==> src/rtl/bypass_buff_mp_if.sv <==
// Bundle of write-back, commit, lookup and status signals for bypass_buff_mp.
// The slave modport is the buffer side; the master modport is whoever drives it.
interface bypass_buff_mp_if #(
  parameter int BUFF_SIZE  = 8,
  parameter int NUM_SRC    = 3,
  parameter int IDX_WIDTH  = 8,
  parameter int DATA_WIDTH = 32
);
  localparam int NUM_W = $clog2(BUFF_SIZE + 1);

  logic                          I_Stall;
  logic                          I_Flush;
  logic                          I_WB_Valid;
  logic [IDX_WIDTH-1:0]          I_WB_Index;
  logic [DATA_WIDTH-1:0]         I_WB_Data;
  logic                          I_Commit;
  logic [NUM_SRC-1:0]            I_Src_Valid;
  logic [NUM_SRC*IDX_WIDTH-1:0]  I_Src_Idx;
  logic [NUM_SRC*DATA_WIDTH-1:0] I_Src_Data;
  logic [NUM_SRC*DATA_WIDTH-1:0] O_Src_Data;
  logic [NUM_SRC-1:0]            O_Src_Hit;
  logic                          O_Full;
  logic                          O_Empty;
  logic [NUM_W-1:0]              O_Num;
  logic                          O_Overflow;

  modport master (
    output I_Stall, I_Flush, I_WB_Valid, I_WB_Index, I_WB_Data, I_Commit,
           I_Src_Valid, I_Src_Idx, I_Src_Data,
    input  O_Src_Data, O_Src_Hit, O_Full, O_Empty, O_Num, O_Overflow
  );

  modport slave (
    input  I_Stall, I_Flush, I_WB_Valid, I_WB_Index, I_WB_Data, I_Commit,
           I_Src_Valid, I_Src_Idx, I_Src_Data,
    output O_Src_Data, O_Src_Hit, O_Full, O_Empty, O_Num, O_Overflow
  );
endinterface

==> src/rtl/bypass_buff_mp.sv <==
// Multi-port write-back bypass buffer: ring FIFO of recent results, youngest-match
// forwarding to NUM_SRC ports, commit-driven retirement, flush and sticky overflow.
module bypass_buff_mp #(
  parameter int BUFF_SIZE  = 8,
  parameter int NUM_SRC    = 3,
  parameter int IDX_WIDTH  = 8,
  parameter int DATA_WIDTH = 32,
  parameter int FWD_WB     = 1,
  parameter int OUT_REG    = 0
) (
  input  logic             clock,
  input  logic             reset,
  bypass_buff_mp_if.slave  bif
);
  localparam int PTR_W = $clog2(BUFF_SIZE);
  localparam int NUM_W = $clog2(BUFF_SIZE + 1);

  logic [BUFF_SIZE-1:0]          valid;
  logic [IDX_WIDTH-1:0]          buf_idx  [BUFF_SIZE];
  logic [DATA_WIDTH-1:0]         buf_data [BUFF_SIZE];
  logic [PTR_W-1:0]              wr_ptr, rd_ptr;
  logic [NUM_W-1:0]              count;
  logic                          overflow;
  logic                          full, empty, pop, push, drop;

  logic [PTR_W-1:0]              pos;
  logic [NUM_SRC-1:0]            lk_hit, out_hit;
  logic [NUM_SRC*DATA_WIDTH-1:0] lk_data, out_data;

  assign full  = (count == NUM_W'(BUFF_SIZE));
  assign empty = (count == '0);
  assign pop   = bif.I_Commit & ~bif.I_Stall & ~empty;
  assign push  = bif.I_WB_Valid & (~full | pop);
  assign drop  = bif.I_WB_Valid & full & ~pop;

  always_ff @(posedge clock or negedge reset) begin
    if (!reset) begin
      valid    <= '0;
      wr_ptr   <= '0;
      rd_ptr   <= '0;
      count    <= '0;
      overflow <= 1'b0;
    end else if (bif.I_Flush) begin
      valid    <= '0;
      wr_ptr   <= '0;
      rd_ptr   <= '0;
      count    <= '0;
      overflow <= 1'b0;
    end else begin
      // When full, pop and push hit the same slot; the later set must win.
      if (pop) begin
        valid[rd_ptr] <= 1'b0;
        rd_ptr        <= rd_ptr + PTR_W'(1);
      end
      if (push) begin
        valid[wr_ptr] <= 1'b1;
        wr_ptr        <= wr_ptr + PTR_W'(1);
      end
      if (push && !pop)
        count <= count + NUM_W'(1);
      else if (pop && !push)
        count <= count - NUM_W'(1);
      if (drop)
        overflow <= 1'b1;
    end
  end

  // Payload needs no reset; valid bits gate every use.
  always_ff @(posedge clock) begin
    if (push) begin
      buf_idx[wr_ptr]  <= bif.I_WB_Index;
      buf_data[wr_ptr] <= bif.I_WB_Data;
    end
  end

  // Scan oldest to youngest so the youngest match overwrites older ones.
  always_comb begin
    lk_hit  = '0;
    lk_data = bif.I_Src_Data;
    pos     = '0;
    for (int unsigned p = 0; p < NUM_SRC; p++) begin
      if (bif.I_Src_Valid[p]) begin
        for (int unsigned k = 0; k < BUFF_SIZE; k++) begin
          pos = wr_ptr - PTR_W'(1) - PTR_W'(BUFF_SIZE - 1 - k);
          if (valid[pos] && buf_idx[pos] == bif.I_Src_Idx[p*IDX_WIDTH +: IDX_WIDTH]) begin
            lk_hit[p]                          = 1'b1;
            lk_data[p*DATA_WIDTH +: DATA_WIDTH] = buf_data[pos];
          end
        end
        if ((FWD_WB != 0) && bif.I_WB_Valid &&
            bif.I_WB_Index == bif.I_Src_Idx[p*IDX_WIDTH +: IDX_WIDTH]) begin
          lk_hit[p]                          = 1'b1;
          lk_data[p*DATA_WIDTH +: DATA_WIDTH] = bif.I_WB_Data;
        end
      end
    end
  end

  if (OUT_REG != 0) begin : g_out_reg
    always_ff @(posedge clock or negedge reset) begin
      if (!reset) begin
        out_hit  <= '0;
        out_data <= '0;
      end else if (!bif.I_Stall) begin
        out_hit  <= lk_hit;
        out_data <= lk_data;
      end
    end
  end else begin : g_out_comb
    assign out_hit  = lk_hit;
    assign out_data = lk_data;
  end

  assign bif.O_Src_Hit  = out_hit;
  assign bif.O_Src_Data = out_data;
  assign bif.O_Full     = full;
  assign bif.O_Empty    = empty;
  assign bif.O_Num      = count;
  assign bif.O_Overflow = overflow;
endmodule
==> src/flat_wrapper.sv <==
// flat-port wrapper written by rule: the top's interface ports become plain ports
module bypass_buff_mp_flat 
#(
  parameter int BUFF_SIZE  = 8,
  parameter int NUM_SRC    = 3,
  parameter int IDX_WIDTH  = 8,
  parameter int DATA_WIDTH = 32,
  parameter int FWD_WB     = 1,
  parameter int OUT_REG    = 0
)
  (clock, reset, bif_I_Stall, bif_I_Flush, bif_I_WB_Valid, bif_I_WB_Index, bif_I_WB_Data, bif_I_Commit, bif_I_Src_Valid, bif_I_Src_Idx, bif_I_Src_Data, bif_O_Src_Data, bif_O_Src_Hit, bif_O_Full, bif_O_Empty, bif_O_Num, bif_O_Overflow);
  bypass_buff_mp_if #(.BUFF_SIZE(BUFF_SIZE), .NUM_SRC(NUM_SRC), .IDX_WIDTH(IDX_WIDTH), .DATA_WIDTH(DATA_WIDTH)) bif_i ();
  input  logic clock;
  input  logic reset;
  input wire logic [$bits(bif_i.I_Stall)-1:0] bif_I_Stall;
  input wire logic [$bits(bif_i.I_Flush)-1:0] bif_I_Flush;
  input wire logic [$bits(bif_i.I_WB_Valid)-1:0] bif_I_WB_Valid;
  input wire logic [$bits(bif_i.I_WB_Index)-1:0] bif_I_WB_Index;
  input wire logic [$bits(bif_i.I_WB_Data)-1:0] bif_I_WB_Data;
  input wire logic [$bits(bif_i.I_Commit)-1:0] bif_I_Commit;
  input wire logic [$bits(bif_i.I_Src_Valid)-1:0] bif_I_Src_Valid;
  input wire logic [$bits(bif_i.I_Src_Idx)-1:0] bif_I_Src_Idx;
  input wire logic [$bits(bif_i.I_Src_Data)-1:0] bif_I_Src_Data;
  output wire logic [$bits(bif_i.O_Src_Data)-1:0] bif_O_Src_Data;
  output wire logic [$bits(bif_i.O_Src_Hit)-1:0] bif_O_Src_Hit;
  output wire logic [$bits(bif_i.O_Full)-1:0] bif_O_Full;
  output wire logic [$bits(bif_i.O_Empty)-1:0] bif_O_Empty;
  output wire logic [$bits(bif_i.O_Num)-1:0] bif_O_Num;
  output wire logic [$bits(bif_i.O_Overflow)-1:0] bif_O_Overflow;
  assign bif_i.I_Stall = bif_I_Stall;
  assign bif_i.I_Flush = bif_I_Flush;
  assign bif_i.I_WB_Valid = bif_I_WB_Valid;
  assign bif_i.I_WB_Index = bif_I_WB_Index;
  assign bif_i.I_WB_Data = bif_I_WB_Data;
  assign bif_i.I_Commit = bif_I_Commit;
  assign bif_i.I_Src_Valid = bif_I_Src_Valid;
  assign bif_i.I_Src_Idx = bif_I_Src_Idx;
  assign bif_i.I_Src_Data = bif_I_Src_Data;
  assign bif_O_Src_Data = bif_i.O_Src_Data;
  assign bif_O_Src_Hit = bif_i.O_Src_Hit;
  assign bif_O_Full = bif_i.O_Full;
  assign bif_O_Empty = bif_i.O_Empty;
  assign bif_O_Num = bif_i.O_Num;
  assign bif_O_Overflow = bif_i.O_Overflow;
  bypass_buff_mp #(.BUFF_SIZE(BUFF_SIZE), .NUM_SRC(NUM_SRC), .IDX_WIDTH(IDX_WIDTH), .DATA_WIDTH(DATA_WIDTH), .FWD_WB(FWD_WB), .OUT_REG(OUT_REG)) u_core (.clock(clock), .reset(reset), .bif(bif_i));
endmodule
==> config.mk <==
export PLATFORM = sky130hd
export DESIGN_NAME = bypass_buff_mp_flat
export DESIGN_NICKNAME = d
export VERILOG_FILES = /design/src/rtl/bypass_buff_mp_if.sv /design/src/rtl/bypass_buff_mp.sv /design/src/flat_wrapper.sv
export SDC_FILE = /design/constraint.sdc
export NUM_CORES = 2
export LEC_CHECK = 0
export BUFFER_PORTS_ARGS = -buffer_cell sky130_fd_sc_hd__buf_2
export CORE_ASPECT_RATIO = 0.5
export CORE_MARGIN = 2
export CORE_UTILIZATION = 45
export CTS_CLUSTER_SIZE = 40
export DETAILED_ROUTE_END_ITERATION = 6
export GPL_TIMING_DRIVEN = 0
export PLACE_DENSITY_LB_ADDON = 0.2
export RECOVER_POWER = 50
export SETUP_SLACK_MARGIN = 0.3
export SLEW_MARGIN = 25
export SYNTH_ARGS = -nofsm -noshare
export SYNTH_HDL_FRONTEND = slang
export SYNTH_SLANG_ARGS = --single-unit
export TNS_END_PERCENT = 10
==> constraint.sdc <==
create_clock -name clock -period 9.4 [get_ports clock]
set_input_delay 2.35 -clock clock [delete_from_list [all_inputs] [get_ports clock]]
set_output_delay 2.35 -clock clock [all_outputs]
set_load 0.005 [all_outputs]
==> parameters.txt <==
Parameter                              Value

Global routing
  All-Layer GR Usage    around 54%
  Vias in the first global route    about 37,000
  Pin count of the biggest net entering global routing    34
  Antenna violations before repair    13
  Gr ovfl total    0
  First-pass GRT wire length    ~290,000 um

Clock network
  Max H-tree Level    1
  Clock Latency Late Sink    about 0.64 ns
  Worst-path clk slew    roughly 0.070 ns
  Bufs on Longest Clock Path    3
  Clock sink count    approximately 340
  Clock tree from TritonCTS    done
  CTS Hold Bufs    0
  Cell at the root of the clock tree    sky130_fd_sc_hd__clkbuf_16
  Number of buffers created by CTS    31

Drt
  Initial DRC Count    around 8,000
  DR pass1 iterations    7
  Via/cell ratio    7.83
  ANT nets after route    0
  Total vias in the final route    ~40,000
  Routed WL    around 220,000 um
  DRC violations left    12
  Drt wl/cell    between 40 and 50 um

Synth
  Combined area of all synthesized cells    between 0.03 and 0.04 mm^2
  Asr flop ratio synth    between 5 and 6%
  Post-synthesis sequential element count    between 300 and 400
  Number of different library cells in the post-synthesis netlist    84
  Main flop type after synthesis    sky130_fd_sc_hd__edfxtp_1
  Post-synthesis instance total    3,690
  Total nets after synthesis    ~3,900
  Syn Area/Cell    9.41 um^2
  Number of warnings printed during yosys synthesis    0
  Post-synth EDFFs    320
  Seq/Total Area, Yosys    29.0%

STA
  RSZ-0062 raised after global routing    yes
  Final-report hold violation count    0
  Shortest period the worst path allows    9.29 ns
  Highest achievable clock rate    between 100 and 150 MHz
  Worst clock skew    roughly 0.027 ns
  Max-slew violation count    0
  Worst hold slack across all endpoints    around 0.55 ns
  Relative slew margins    16.2%
  Setup Viol. Count Final    0
  Total negative setup slack    0 ns
  Fin crit share    a little over nine tenths
  Pin slew with the least headroom to its limit    1.26 ns

Die
  Placeable core region    between 0.07 and 0.08 mm^2
  Full die area    roughly 0.08 mm^2
  Die extent in y    200 um
  Core Rows    71
  Initial Utilization    45.8%
  Die width    around 400 um
  I/O pin count    between 200 and 300

Placed design
  Final RePlAce weighted congestion    1.20
  HPWL after detailed placement    about 180,000 um
  Count of input and output buffers    254
  DP Area    between 0.03 and 0.04 mm^2

Finish
  Final nets    between 4,000 and 5,000
  Layout Area Growth over Synthesis    15.7%
  Commonest cells after routing, fill and taps aside    sky130_fd_sc_hd__nand2_1 (527), sky130_fd_sc_hd__edfxtp_1 (320), sky130_fd_sc_hd__mux2i_1 (276)
  Fill count    just under 7,000
  Most frequent standard cell in the layout excluding fill and tap cells    sky130_fd_sc_hd__nand2_1
  Core Util, Final    ~53%
  Layout Cell Area excl Fill    between 0.04 and 0.05 mm^2
  Layout cell share with drive strength beyond 1    24.9%

Worst setup path
  Critical path capture point type    primary output
  Count of buffer and inverter cells on the critical path    15
  Data arrival, critical path    ~7 ns
  Critical path data required time    about 7.1 ns
  Cell type with the highest occurrence count on the critical path    sky130_fd_sc_hd__buf_2
  Cell family contributing the most delay on the critical path    buffers and inverters
  Sort of element at the start of the critical path    register
  Worst setup path class    register to primary output
  Maximum fanout along the worst path    10
  Cell-by-cell trace of the critical path    buf_8, buf_8, buf_12, clkinv_4, clkbuf_8, clkbuf_8, clkbuf_8, buf_6, ha_4, buf_2, xnor3_2, clkbuf_4, clkbuf_4, buf_2, buf_2, clkbuf_4, mux2i_1, o21ai_0, nor3_1, o21ai_1, buf_2
  Slowest stage delay, CP    just under 0.7 ns
  Library cell contributing the largest single delay on the critical path    sky130_fd_sc_hd__mux2i_1

Hold path
  Classification of the worst-slack hold path    register to register

Pwr
  Largest vdd supply drop    about 0.00025 V
  PnR Total Power    9.07 mW
  Static leakage power    between 10 and 15 nW
  Total power density per cell area    226 mW/mm^2

Flow run
  Number of max-cap violations    0

Status
  Outcome    complete, but fails checks
  Violated checks    design-rule violations
-- routing by layer --
metal | share of wire (%) | routed length, um | global-route usage [%] | vias up
met5 | 0.071 | 158 | 0 | -
met2 | 39 | 86200 | 73.3 | 4396
li1 | - | - | - | 14934
met4 | 8.5 | 18800 | 33.1 | 10
met1 | 35 | 77500 | 67.5 | 19388
met3 | 18 | 39000 | 26.6 | 1079
-- per-stage QoR --
step | worst slack (ns) | instances
after floorplan | 1.48 | 3690
after global placement | -2.60 | 4966
after detailed placement | -2.65 | 4980
after CTS | 0.267 | 5063
after global routing | 0.188 | 5073
final | 0.110 | 5084
-- worst register-to-register path: stages, from the launching register on --
cell	delay [ns]
sky130_fd_sc_hd__dfrtp_2	0.40
sky130_fd_sc_hd__buf_8	0.17
sky130_fd_sc_hd__buf_8	0.18
sky130_fd_sc_hd__buf_12	0.18
sky130_fd_sc_hd__clkinv_4	0.10
sky130_fd_sc_hd__clkbuf_8	0.20
sky130_fd_sc_hd__clkbuf_8	0.24
sky130_fd_sc_hd__clkbuf_8	0.24
sky130_fd_sc_hd__buf_6	0.22
sky130_fd_sc_hd__ha_4	0.34
sky130_fd_sc_hd__buf_12	0.18
sky130_fd_sc_hd__buf_12	0.17
sky130_fd_sc_hd__buf_6	0.19
sky130_fd_sc_hd__buf_8	0.18
sky130_fd_sc_hd__buf_12	0.19
sky130_fd_sc_hd__buf_4	0.27
sky130_fd_sc_hd__buf_6	0.25
sky130_fd_sc_hd__buf_6	0.29
sky130_fd_sc_hd__buf_6	0.31
sky130_fd_sc_hd__buf_6	0.32
sky130_fd_sc_hd__nand2_1	0.09
sky130_fd_sc_hd__a21oi_1	0.15
-- registers in the layout (all words and copies together), names as in the netlist --
name and flops:
u_core.buf_data 256, u_core.buf_idx 64, u_core.valid 8, u_core.bif.O_Num 4, u_core.rd_ptr 3, u_core.wr_ptr 3, u_core.bif.O_Overflow 1
-- final timing paths --
path,startpoint,end,slack [ns],cells after the start
worst max register to register,u_core.wr_ptr[0]$_DFFE_PN0P_,u_core.wr_ptr[1]$_DFFE_PN0P_,4.45,21
worst min register to register,u_core.bif.O_Overflow$_DFFE_PN0P_,u_core.bif.O_Overflow$_DFFE_PN0P_,0.55,2
min in group asynchronous,reset,u_core.wr_ptr[2]$_DFFE_PN0P_,1.90,1
max in group asynchronous,reset,u_core.wr_ptr[0]$_DFFE_PN0P_,6.79,1
worst min-delay path,u_core.bif.O_Overflow$_DFFE_PN0P_,u_core.bif.O_Overflow$_DFFE_PN0P_,0.55,2
worst max-delay path,u_core.wr_ptr[0]$_DFFE_PN0P_,bif_O_Src_Data[65],0.11,21
-- power breakdown --
group          switching, mW  internal [mW]  leakage [nW]  total, mW
Clock                  0.631          0.662         0.491       1.29
Combinational           4.05           1.93          10.6       5.98
Sequential            0.0612           1.74          3.16       1.80
Total                   4.74           4.33          14.3       9.07
-- synth_stat cells (42+ instances only) --
master                     count  area [um^2]
sky130_fd_sc_hd__buf_2       103          515
sky130_fd_sc_hd__and3_1       44          275
sky130_fd_sc_hd__mux2i_1     335         3350
sky130_fd_sc_hd__clkbuf_1    174          653
sky130_fd_sc_hd__nand3_1      91          455
sky130_fd_sc_hd__edfxtp_1    320         9610
sky130_fd_sc_hd__nor2_1      163          612
sky130_fd_sc_hd__nor2b_1      42          263
sky130_fd_sc_hd__o311ai_0     50          438
sky130_fd_sc_hd__inv_1        45          169
sky130_fd_sc_hd__o21ai_0     275         1380
sky130_fd_sc_hd__a21oi_1     278         1390
sky130_fd_sc_hd__xnor2_1     201         1760
sky130_fd_sc_hd__mux4_2      234         5270
sky130_fd_sc_hd__mux2_2       47          529
sky130_fd_sc_hd__nand2_1     529         1990
sky130_fd_sc_hd__a211oi_1     89          668
sky130_fd_sc_hd__nor3_1      100          500
-- repair_timing --
action,4_1_cts,5_1_grt
resized for setup,318,129
endpoints found under the setup margin,99,98
setup buffers,26,6
pin swaps,21,13
endpoints found under the hold margin,0,0
-- final cells by class --
| type | count | area, um^2 | share of cell area (%) |
|---|---|---|---|
| sequential | 339 | 10100 | 25.1 |
| clock buffer | 40 | 840 | 2.09 |
| timing repair buffer | 300 | 1740 | 4.34 |
| buffer | 340 | 2050 | 5.10 |
| antenna | 15 | 37.5 | 0.0934 |
| tap | 1022 | 1280 | 3.18 |
| clock inverter | 17 | 135 | 0.336 |
| multi-input combinational | 2963 | 23800 | 59.3 |
| inverter | 48 | 198 | 0.492 |
-- kinds of logic (layout without fill, tap and decap cells) --
logic type | after synthesis | after routing | share of synthesized area [%]
other | 0 | 15 | 0
adders and majority gates | 7 | 7 | 0.274
xor gates and xnor gates | 213 | 213 | 5.46
buffers and inverters | 388 | 745 | 5.02
AOI/OAI and AO/OA | 1021 | 1021 | 19.2
muxes | 622 | 622 | 26.7
and+or+nand+nor | 1100 | 1100 | 14.4
DFF | 339 | 339 | 29.0
(Power assumes the default switching activity.)
